[config.mk]
export PLATFORM = sky130hd
export DESIGN_NAME = mc_control_fsm
export DESIGN_NICKNAME = d
export VERILOG_FILES = /design/src/rtl/mc_ctrl_pkg.sv /design/src/rtl/mc_alu_decoder.sv /design/src/rtl/mc_control_fsm.sv
export SDC_FILE = /design/constraint.sdc
export NUM_CORES = 1
export LEC_CHECK = 0
export ABC_AREA = 1
export ABC_CLOCK_PERIOD_IN_PS = 1300
export CELL_PAD_IN_SITES_DETAIL_PLACEMENT = 0
export CELL_PAD_IN_SITES_GLOBAL_PLACEMENT = 1
export CORE_MARGIN = 2
export CORE_UTILIZATION = 40
export CTS_BUF_LIST = sky130_fd_sc_hd__clkbuf_8 sky130_fd_sc_hd__clkbuf_16
export DETAILED_ROUTE_END_ITERATION = 6
export DONT_BUFFER_PORTS = 1
export MAX_ROUTING_LAYER = met4
export PLACE_DENSITY = 0.73
export SLEW_MARGIN = 20
export SYNTH_ARGS = -nofsm -noshare
export SYNTH_HDL_FRONTEND = slang
export SYNTH_SLANG_ARGS = --single-unit
[constraint.sdc]
create_clock -name clk -period 1.3 [get_ports clk]
set_input_delay 0.26 -clock clk [delete_from_list [all_inputs] [get_ports clk]]
set_output_delay 0.26 -clock clk [all_outputs]
set_load 0.05 [all_outputs]
[src/rtl/mc_ctrl_pkg.sv]
// rtl/mc_ctrl_pkg.sv - state, opcode, funct and control-field encodings for the multicycle MIPS control unit
package mc_ctrl_pkg;

  typedef logic        u1;
  typedef logic [31:0] u32;
  typedef logic [3:0]  state_t;

  localparam state_t S_FETCH    = 4'd0;
  localparam state_t S_DECODE   = 4'd1;
  localparam state_t S_MEMADR   = 4'd2;
  localparam state_t S_MEMRD    = 4'd3;
  localparam state_t S_MEMWB    = 4'd4;
  localparam state_t S_MEMWR    = 4'd5;
  localparam state_t S_EXECUTE  = 4'd6;
  localparam state_t S_ALUWB    = 4'd7;
  localparam state_t S_BEQ      = 4'd8;
  localparam state_t S_BNE      = 4'd9;
  localparam state_t S_ADDIEXEC = 4'd10;
  localparam state_t S_ADDIWB   = 4'd11;
  localparam state_t S_JUMP     = 4'd12;

  localparam logic [5:0] OP_RTYPE = 6'b000000;
  localparam logic [5:0] OP_LW    = 6'b100011;
  localparam logic [5:0] OP_SW    = 6'b101011;
  localparam logic [5:0] OP_BEQ   = 6'b000100;
  localparam logic [5:0] OP_BNE   = 6'b000101;
  localparam logic [5:0] OP_ADDI  = 6'b001000;
  localparam logic [5:0] OP_J     = 6'b000010;

  localparam logic [5:0] FN_ADD = 6'b100000;
  localparam logic [5:0] FN_SUB = 6'b100010;
  localparam logic [5:0] FN_AND = 6'b100100;
  localparam logic [5:0] FN_OR  = 6'b100101;
  localparam logic [5:0] FN_SLT = 6'b101010;

  localparam logic [2:0] ALU_ADD = 3'b010;
  localparam logic [2:0] ALU_SUB = 3'b110;
  localparam logic [2:0] ALU_AND = 3'b000;
  localparam logic [2:0] ALU_OR  = 3'b001;
  localparam logic [2:0] ALU_SLT = 3'b111;

  localparam logic [1:0] SRCB_REG   = 2'b00;
  localparam logic [1:0] SRCB_FOUR  = 2'b01;
  localparam logic [1:0] SRCB_IMM   = 2'b10;
  localparam logic [1:0] SRCB_IMMSH = 2'b11;

  localparam logic [1:0] PC_ALU    = 2'b00;
  localparam logic [1:0] PC_ALUOUT = 2'b01;
  localparam logic [1:0] PC_JUMP   = 2'b10;

  function automatic u1 op_supported(input logic [5:0] op);
    return (op == OP_RTYPE) || (op == OP_LW) || (op == OP_SW) || (op == OP_BEQ) ||
           (op == OP_BNE) || (op == OP_ADDI) || (op == OP_J);
  endfunction

endpackage

[src/rtl/mc_alu_decoder.sv]
// rtl/mc_alu_decoder.sv - combinational R-type funct to ALU control decode
module mc_alu_decoder
  import mc_ctrl_pkg::*;
(
  input  logic [5:0] funct,
  output logic [2:0] alucontrol,
  output logic       valid
);

  always_comb begin
    alucontrol = ALU_ADD;
    valid      = 1'b1;
    case (funct)
      FN_ADD:  alucontrol = ALU_ADD;
      FN_SUB:  alucontrol = ALU_SUB;
      FN_AND:  alucontrol = ALU_AND;
      FN_OR:   alucontrol = ALU_OR;
      FN_SLT:  alucontrol = ALU_SLT;
      default: valid      = 1'b0;
    endcase
  end

endmodule

[src/rtl/mc_control_fsm.sv]
// rtl/mc_control_fsm.sv - multicycle MIPS main control FSM with memory wait counter
module mc_control_fsm
  import mc_ctrl_pkg::*;
#(
  parameter int MEM_LAT = 1
) (
  input  logic       clk,
  input  logic       reset,
  input  logic [5:0] op,
  input  logic [5:0] funct,
  input  logic       zero,
  output logic       pcen,
  output logic       memwrite,
  output logic       irwrite,
  output logic       regwrite,
  output logic       iord,
  output logic       alusrca,
  output logic [1:0] alusrcb,
  output logic [1:0] pcsrc,
  output logic       regdst,
  output logic       memtoreg,
  output logic [2:0] alucontrol,
  output logic       illegal,
  output logic [3:0] state
);

  localparam int CW = $clog2(MEM_LAT + 1);

  state_t          state_q, state_d;
  logic [CW-1:0]   cnt_q, cnt_d;
  logic            mem_last;
  logic [2:0]      fn_alu, alu_q;
  logic            fn_valid;
  logic            is_load_q;
  logic            pcen_raw, memwrite_raw, irwrite_raw, regwrite_raw, illegal_raw;

  mc_alu_decoder u_alu_dec (
    .funct      (funct),
    .alucontrol (fn_alu),
    .valid      (fn_valid)
  );

  assign state    = state_q;
  assign mem_last = (cnt_q == CW'(MEM_LAT - 1));

  always_comb begin
    state_d = state_q;
    case (state_q)
      S_FETCH:  if (mem_last) state_d = S_DECODE;
      S_DECODE: begin
        case (op)
          OP_LW, OP_SW: state_d = S_MEMADR;
          OP_RTYPE:     state_d = S_EXECUTE;
          OP_BEQ:       state_d = S_BEQ;
          OP_BNE:       state_d = S_BNE;
          OP_ADDI:      state_d = S_ADDIEXEC;
          OP_J:         state_d = S_JUMP;
          default:      state_d = S_FETCH;
        endcase
      end
      S_MEMADR:   state_d = is_load_q ? S_MEMRD : S_MEMWR;
      S_MEMRD:    if (mem_last) state_d = S_MEMWB;
      S_MEMWR:    if (mem_last) state_d = S_FETCH;
      S_EXECUTE:  state_d = fn_valid ? S_ALUWB : S_FETCH;
      S_ADDIEXEC: state_d = S_ADDIWB;
      default:    state_d = S_FETCH;
    endcase
  end

  // Only memory states self-loop, so any state change clears the wait counter.
  assign cnt_d = (state_d == state_q) ? cnt_q + CW'(1) : '0;

  always_ff @(posedge clk or negedge reset) begin
    if (!reset) begin
      state_q   <= S_FETCH;
      cnt_q     <= '0;
      alu_q     <= ALU_ADD;
      is_load_q <= 1'b0;
    end else begin
      state_q <= state_d;
      cnt_q   <= cnt_d;
      if (state_q == S_EXECUTE) alu_q <= fn_alu;
      if (state_q == S_DECODE) is_load_q <= (op == OP_LW);
    end
  end

  always_comb begin
    pcen_raw     = 1'b0;
    memwrite_raw = 1'b0;
    irwrite_raw  = 1'b0;
    regwrite_raw = 1'b0;
    illegal_raw  = 1'b0;
    iord         = 1'b0;
    alusrca      = 1'b0;
    alusrcb      = SRCB_REG;
    pcsrc        = PC_ALU;
    regdst       = 1'b0;
    memtoreg     = 1'b0;
    alucontrol   = ALU_ADD;
    case (state_q)
      S_FETCH: begin
        alusrcb     = SRCB_FOUR;
        irwrite_raw = mem_last;
        pcen_raw    = mem_last;
      end
      S_DECODE: begin
        alusrcb     = SRCB_IMMSH;
        illegal_raw = !op_supported(op);
      end
      S_MEMADR: begin
        alusrca = 1'b1;
        alusrcb = SRCB_IMM;
      end
      S_MEMRD: iord = 1'b1;
      S_MEMWB: begin
        regwrite_raw = 1'b1;
        memtoreg     = 1'b1;
      end
      S_MEMWR: begin
        iord         = 1'b1;
        memwrite_raw = 1'b1;
      end
      S_EXECUTE: begin
        alusrca     = 1'b1;
        alucontrol  = fn_alu;
        illegal_raw = !fn_valid;
      end
      S_ALUWB: begin
        regwrite_raw = 1'b1;
        regdst       = 1'b1;
        alucontrol   = alu_q;
      end
      S_BEQ, S_BNE: begin
        alusrca    = 1'b1;
        alucontrol = ALU_SUB;
        pcsrc      = PC_ALUOUT;
        pcen_raw   = (state_q == S_BEQ) ? zero : !zero;
      end
      S_ADDIEXEC: begin
        alusrca = 1'b1;
        alusrcb = SRCB_IMM;
      end
      S_ADDIWB: regwrite_raw = 1'b1;
      S_JUMP: begin
        pcsrc    = PC_JUMP;
        pcen_raw = 1'b1;
      end
      default: ;
    endcase
  end

  // Strobes are masked combinationally so nothing fires while reset is held.
  assign pcen     = reset & pcen_raw;
  assign memwrite = reset & memwrite_raw;
  assign irwrite  = reset & irwrite_raw;
  assign regwrite = reset & regwrite_raw;
  assign illegal  = reset & illegal_raw;

endmodule

== Word level (Yosys, flattened, before mapping) ==
Cells that the tools add are included.
W data, S select, Z words.
Operators by class
  reduce and logical (&&, ||, !) cells: 18
  muxes and demuxes: 23
  eq/ne operators: 24
  bitwise gates (word level): 6
  add/sub/neg operators: 1
Operators by type and width (number)
  $eq A6 B6 Y1 const B: 7
  $pmux W4 S7: 1
  $pmux W4 S6: 1
  $eq A4 B4 Y1 const B: 5
  $eq A4 B3 Y1 const B: 4
  $eq A6 B3 Y1 const B: 2
  $mux W4: 3
  $pmux W3 S4: 1
  $mux W1: 10
  $reduce_or A5 Y1: 2
  $pmux W3 S3: 1
  $eq A4 B2 Y1 const B: 2
  $reduce_or A2 Y1: 4
  $eq A6 B2 Y1 const B: 1
  $eq A6 B4 Y1 const B: 1
  $logic_not A6 Y1: 1
  $logic_or A1 B1 Y1: 6
  $mux W3: 2
  $pmux W2 S3: 1
  $and A1 B1 Y1: 5
  $eq A4 B1 Y1 const B: 1
  $eq A4 B4 Y1: 1
  $logic_not A4 Y1: 1
  $pmux W2 S2: 1
  6 further kinds: 8
Storage, ports and cells
  bits of input ports: 15
  output and inout bits: 20
  register bits after elaboration: 9

== Depth between registers and ports, before layout ==
  depth after elaboration: 10
  depth in mapped cells: 7

== By module ==
A second synthesis with hierarchy kept.
Unflattened totals
  cells, all modules: 144
  area total of the unflattened synthesis: 847.1 µm²
Modules (own cells, without submodules)
  mc_control_fsm: cells each 116, instances 1, area each 728.2 µm²
  mc_alu_decoder: cells each 28, instances 1, area each 118.9 µm²

== Least setup slack after synthesis ==
OpenSTA, ideal clock, no wires.
  path type: reg-to-output
  from: register state_q[3] (netlist: state[3])
  to: output pcen
  path slack: -1517 ps
  path buffers: 0
  cell stages (with the launch flop): 5
  data arrival time: 2557 ps
  cells stage by stage: dfrtp_1 nand2_1 nor2_1 nand3_1 a31oi_1
Between the ends
  longest elaborated chain between the ends: 4
  elaborated cells on any way between the ends: 8
  those cells by class: 3 x eq/ne; 2 x mux; 1 x bitwise; 2 x reduce/logical
RTL lines
  start, declared: RTL line mc_control_fsm.sv:29  | state_t state_q, state_d;
  start signal, assigned: RTL line mc_control_fsm.sv:80  | state_q <= state_d;
  $eq A4 B4 Y1 (on tied branches): RTL line mc_control_fsm.sv:100, mc_control_fsm.sv:137
  $mux W1 / $reduce_or A2 Y1 (equally long branches)
  $pmux W1 S3 (*): RTL line mc_control_fsm.sv:100  | case (state_q)
  $and A1 B1 Y1 (*): RTL line mc_control_fsm.sv:153  | assign pcen = reset & pcen_raw;
  end, declared: RTL line mc_control_fsm.sv:12  | output logic pcen,
Every way passes the cells marked *; elsewhere a longest branch is shown, timed or not.

== Final worst setup path ==
  from: register state_q[3] (netlist: state[3])
  to: output alucontrol[2]
Between the ends
  longest elaborated chain between the ends: 3
  elaborated cells on any way between the ends: 6
  those cells by class: 4 x eq/ne; 1 x mux; 1 x reduce/logical
RTL lines
  $eq A4 B4 Y1: RTL line mc_control_fsm.sv:100
  $reduce_or A2 Y1
  $pmux W3 S3 (*): RTL line mc_control_fsm.sv:100
  end, declared: RTL line mc_control_fsm.sv:22  | output logic [2:0] alucontrol,
Marks and branches as above.

==> run summary <==
Critical Path Source - state[3]
Synth area leader - dfrtp_1
Clock Pin Slew Worst Setup and Hold Paths - 0.06 ns
Startpoint Class - flop
clk sinks - 9
H-tree depth - 1
fin nets - 205
Clock Skew - 0.0138 ns
routed vias - 1179
sequential share of the synthesized area - 28.1%
Min Clock Period, post-route - 1.87 ns
Cell Rows - 16
mean area per synthesized cell - 6.25 um2
CP arrival - 1.61 ns
failing checks - negative setup slack
final setup margin - -0.572 ns
Area contributors post-synth - dfrtp_1, inv_1, nand2_1
delay-heaviest family, CP - flip-flops
Post-DRT Antenna Nets - 0
CP Capture Type - output port
Multi-input gate area - 711 um2
initial core utilization - 41.9%
TritonCTS clock tree - done
worst setup path endpoint - alucontrol[2]
main flop type after synthesis - dfrtp_1
die area - 2390 um2
drt first pass iters - 5
post-synth cell types - 24
Buf+Inv Stages, Crit Path - 3
r2r startpoint - state[2]
Mapped Cells - 129
setup violators final - 22
final core occ - 89.9%
initial antenna violation count - 0
Synth Register Bits - 9
clock tree root buffer cell - clkbuf_8
WL final - 4.04 mm
Via density - 5.46
RSZ-0062 raised after global routing - true
Hold Violations, Final - 0
CP Class - flop to output port
r2r setup slk - -0.30 ns
drt wl/cell - 18.7 um
Syn-to-layout area delta - 114%
Hold Crit Start - op[0]
slowest stage cell, crit path - dfrtp_2
status - finished with violations
largest net degree at the start of global routing - 10
Synth async-reset ratio - 100%
maximum clock path buffer count - 2
Ant. Diodes - 0
CTS buffer count - 3
Worst Hold Margin - 0.193 ns
fraction of layout cells with a size suffix above 1 - 57.1%
Synth warnings - 0
Register Area - 231 um2
Yosys top cell area share - 24.8%
first-pass GRT wire length - 4.80 mm
Reg2Reg Depth - 7
Power, Total - 0.00132 W
Die W - 48.9 um
gr usage total - 26.8%
CP peak stage delay - 0.45 ns
VDD IR max - 0.000745 V
DR DRC count - 0
synthesized area - 806 um2
Post-Syn Nets - 144
Critical Path Fanout Max - 5
Stages on worst setup path - 6
final global-route overflow total - 0
Max Freq - 0.534 GHz
most frequent cells after synthesis - inv_1, nand2_1, nor2_1, nand3_1, dfrtp_1
max-slew violations - 0
CP Data Required Time - 1.04 ns
Post-synth EDFFs - 0
core area - 1920 um2
DR iter-0 viols - 58
fin crit share - 144%
GP Congestion - 0.865
worst skew pair latency - 0.25 ns
DPL Wire Length - 1.78 mm
Lkg Pwr - 0.801 nW
Die H - 48.9 um
Critical R2R Capture - state[1]
cells along the critical path - inv_4 -> nand2_8 -> nor2_4 -> inv_2 -> o211ai_1 -> buf_4
IO Count - 35
HP Class - input pin to flop
fillcell total - 83
pwr/cell area - 766 nW/um2
port buffer count - 0
vias in the first global route - 1064
Max Cap Viol - 0
-- layout make-up --
class / count / area share (%)
multi-input cells: 94 / 41.1
clock buffers: 3 / 2.39
inverters: 26 / 6.37
flip-flops and latches: 9 / 13.4
repair buffers: 56 / 34.5
well taps: 27 / 1.96
clock inverters: 1 / 0.217
-- worst register-to-register path, cell delays in order, from the launching register on --
cell,delay (ns)
dfrtp_2,0.46
nor2_1,0.23
buf_4,0.18
nand3_4,0.07
buf_6,0.14
buf_4,0.13
o21ai_0,0.15
nand3b_1,0.15
-- layout by cell type (no fill, tap or decap), types with 3 or more instances in the layout --
cell      Yosys  final
buf_4         0     27
inv_1        23     20
nand2_1      23     19
buf_6         1     19
nor2_1       22     13
nor2_4        2     11
buf_12        0      7
nand3_1      12      6
nand4_1       5      5
nand3_2       0      5
nand2_4       1      4
o21ai_0       7      4
dfrtp_1       8      4
dfrtp_2       0      4
inv_2         3      3
nand2_8       0      3
nor2_2        2      3
clkbuf_8      0      3
-- metal layers --
metal	track usage [%]	wire length, um	vias up
met5	-	0	-
met2	47.5	2030	90
li1	-	-	533
met4	11.0	155	0
met3	2.76	326	22
met1	30.8	1530	534
-- through the flow --
| step | cell area [um2] | worst slack [ns] | cells | TNS (ns) |
|---|---|---|---|---|
| 5_1_grt | 1730 | -0.608 | 216 | -8.79 |
| 6_report | 1730 | -0.572 | 216 | -7.79 |
| 2_1_floorplan | 897 | -0.896 | 129 | -7.15 |
| 3_5_place_dp | 1320 | -0.248 | 196 | -1.88 |
| 4_1_cts | 1570 | -0.400 | 210 | -5.27 |
| 3_3_place_gp | 1320 | -0.215 | 196 | -1.73 |
-- worst min-delay path by stage --
stage	end	slack [ns]	cells after the start
after floorplan	alu_q[0]	-0.04	0
after global placement	alu_q[2]	-0.04	0
after detailed placement	alu_q[2]	-0.04	0
after CTS	state[0]	0.19	2
after global routing	state[0]	0.19	2
final	state[0]	0.19	2
-- flip-flops by register name (all words and copies together) (netlist names) --
register	cells
alu_q	3
state	4
is_load_q	1
cnt_q	1
-- report_power, final --
group | leakage (nW) | switching (W) | internal, W
Combinational | 0.673 | 0.000390 | 0.000255
Clock | 0.0269 | 0.000141 | 0.000208
Sequential | 0.102 | 0.0000266 | 0.000303
-- repair_timing --
item                                   4_1_cts  5_1_grt
pin swaps                                   10       10
endpoints found under the hold margin        9        0
hold buffers                                 1        0
setup buffers                                8        7
resized for setup                           30       27
gates cloned                                 1        0
setup endpoints to repair                   19       23
-- cells by family after synthesis --
logic type / count (synthesis) / synth area share (%)
AND/OR/NAND/NOR: 74 / 45.3
flip-flops: 9 / 28.1
other: 1 / 0.465
AO/OA/AOI/OAI: 18 / 12.6
buffers and inverters: 27 / 13.5
Power figures use the tool's default switching activity.
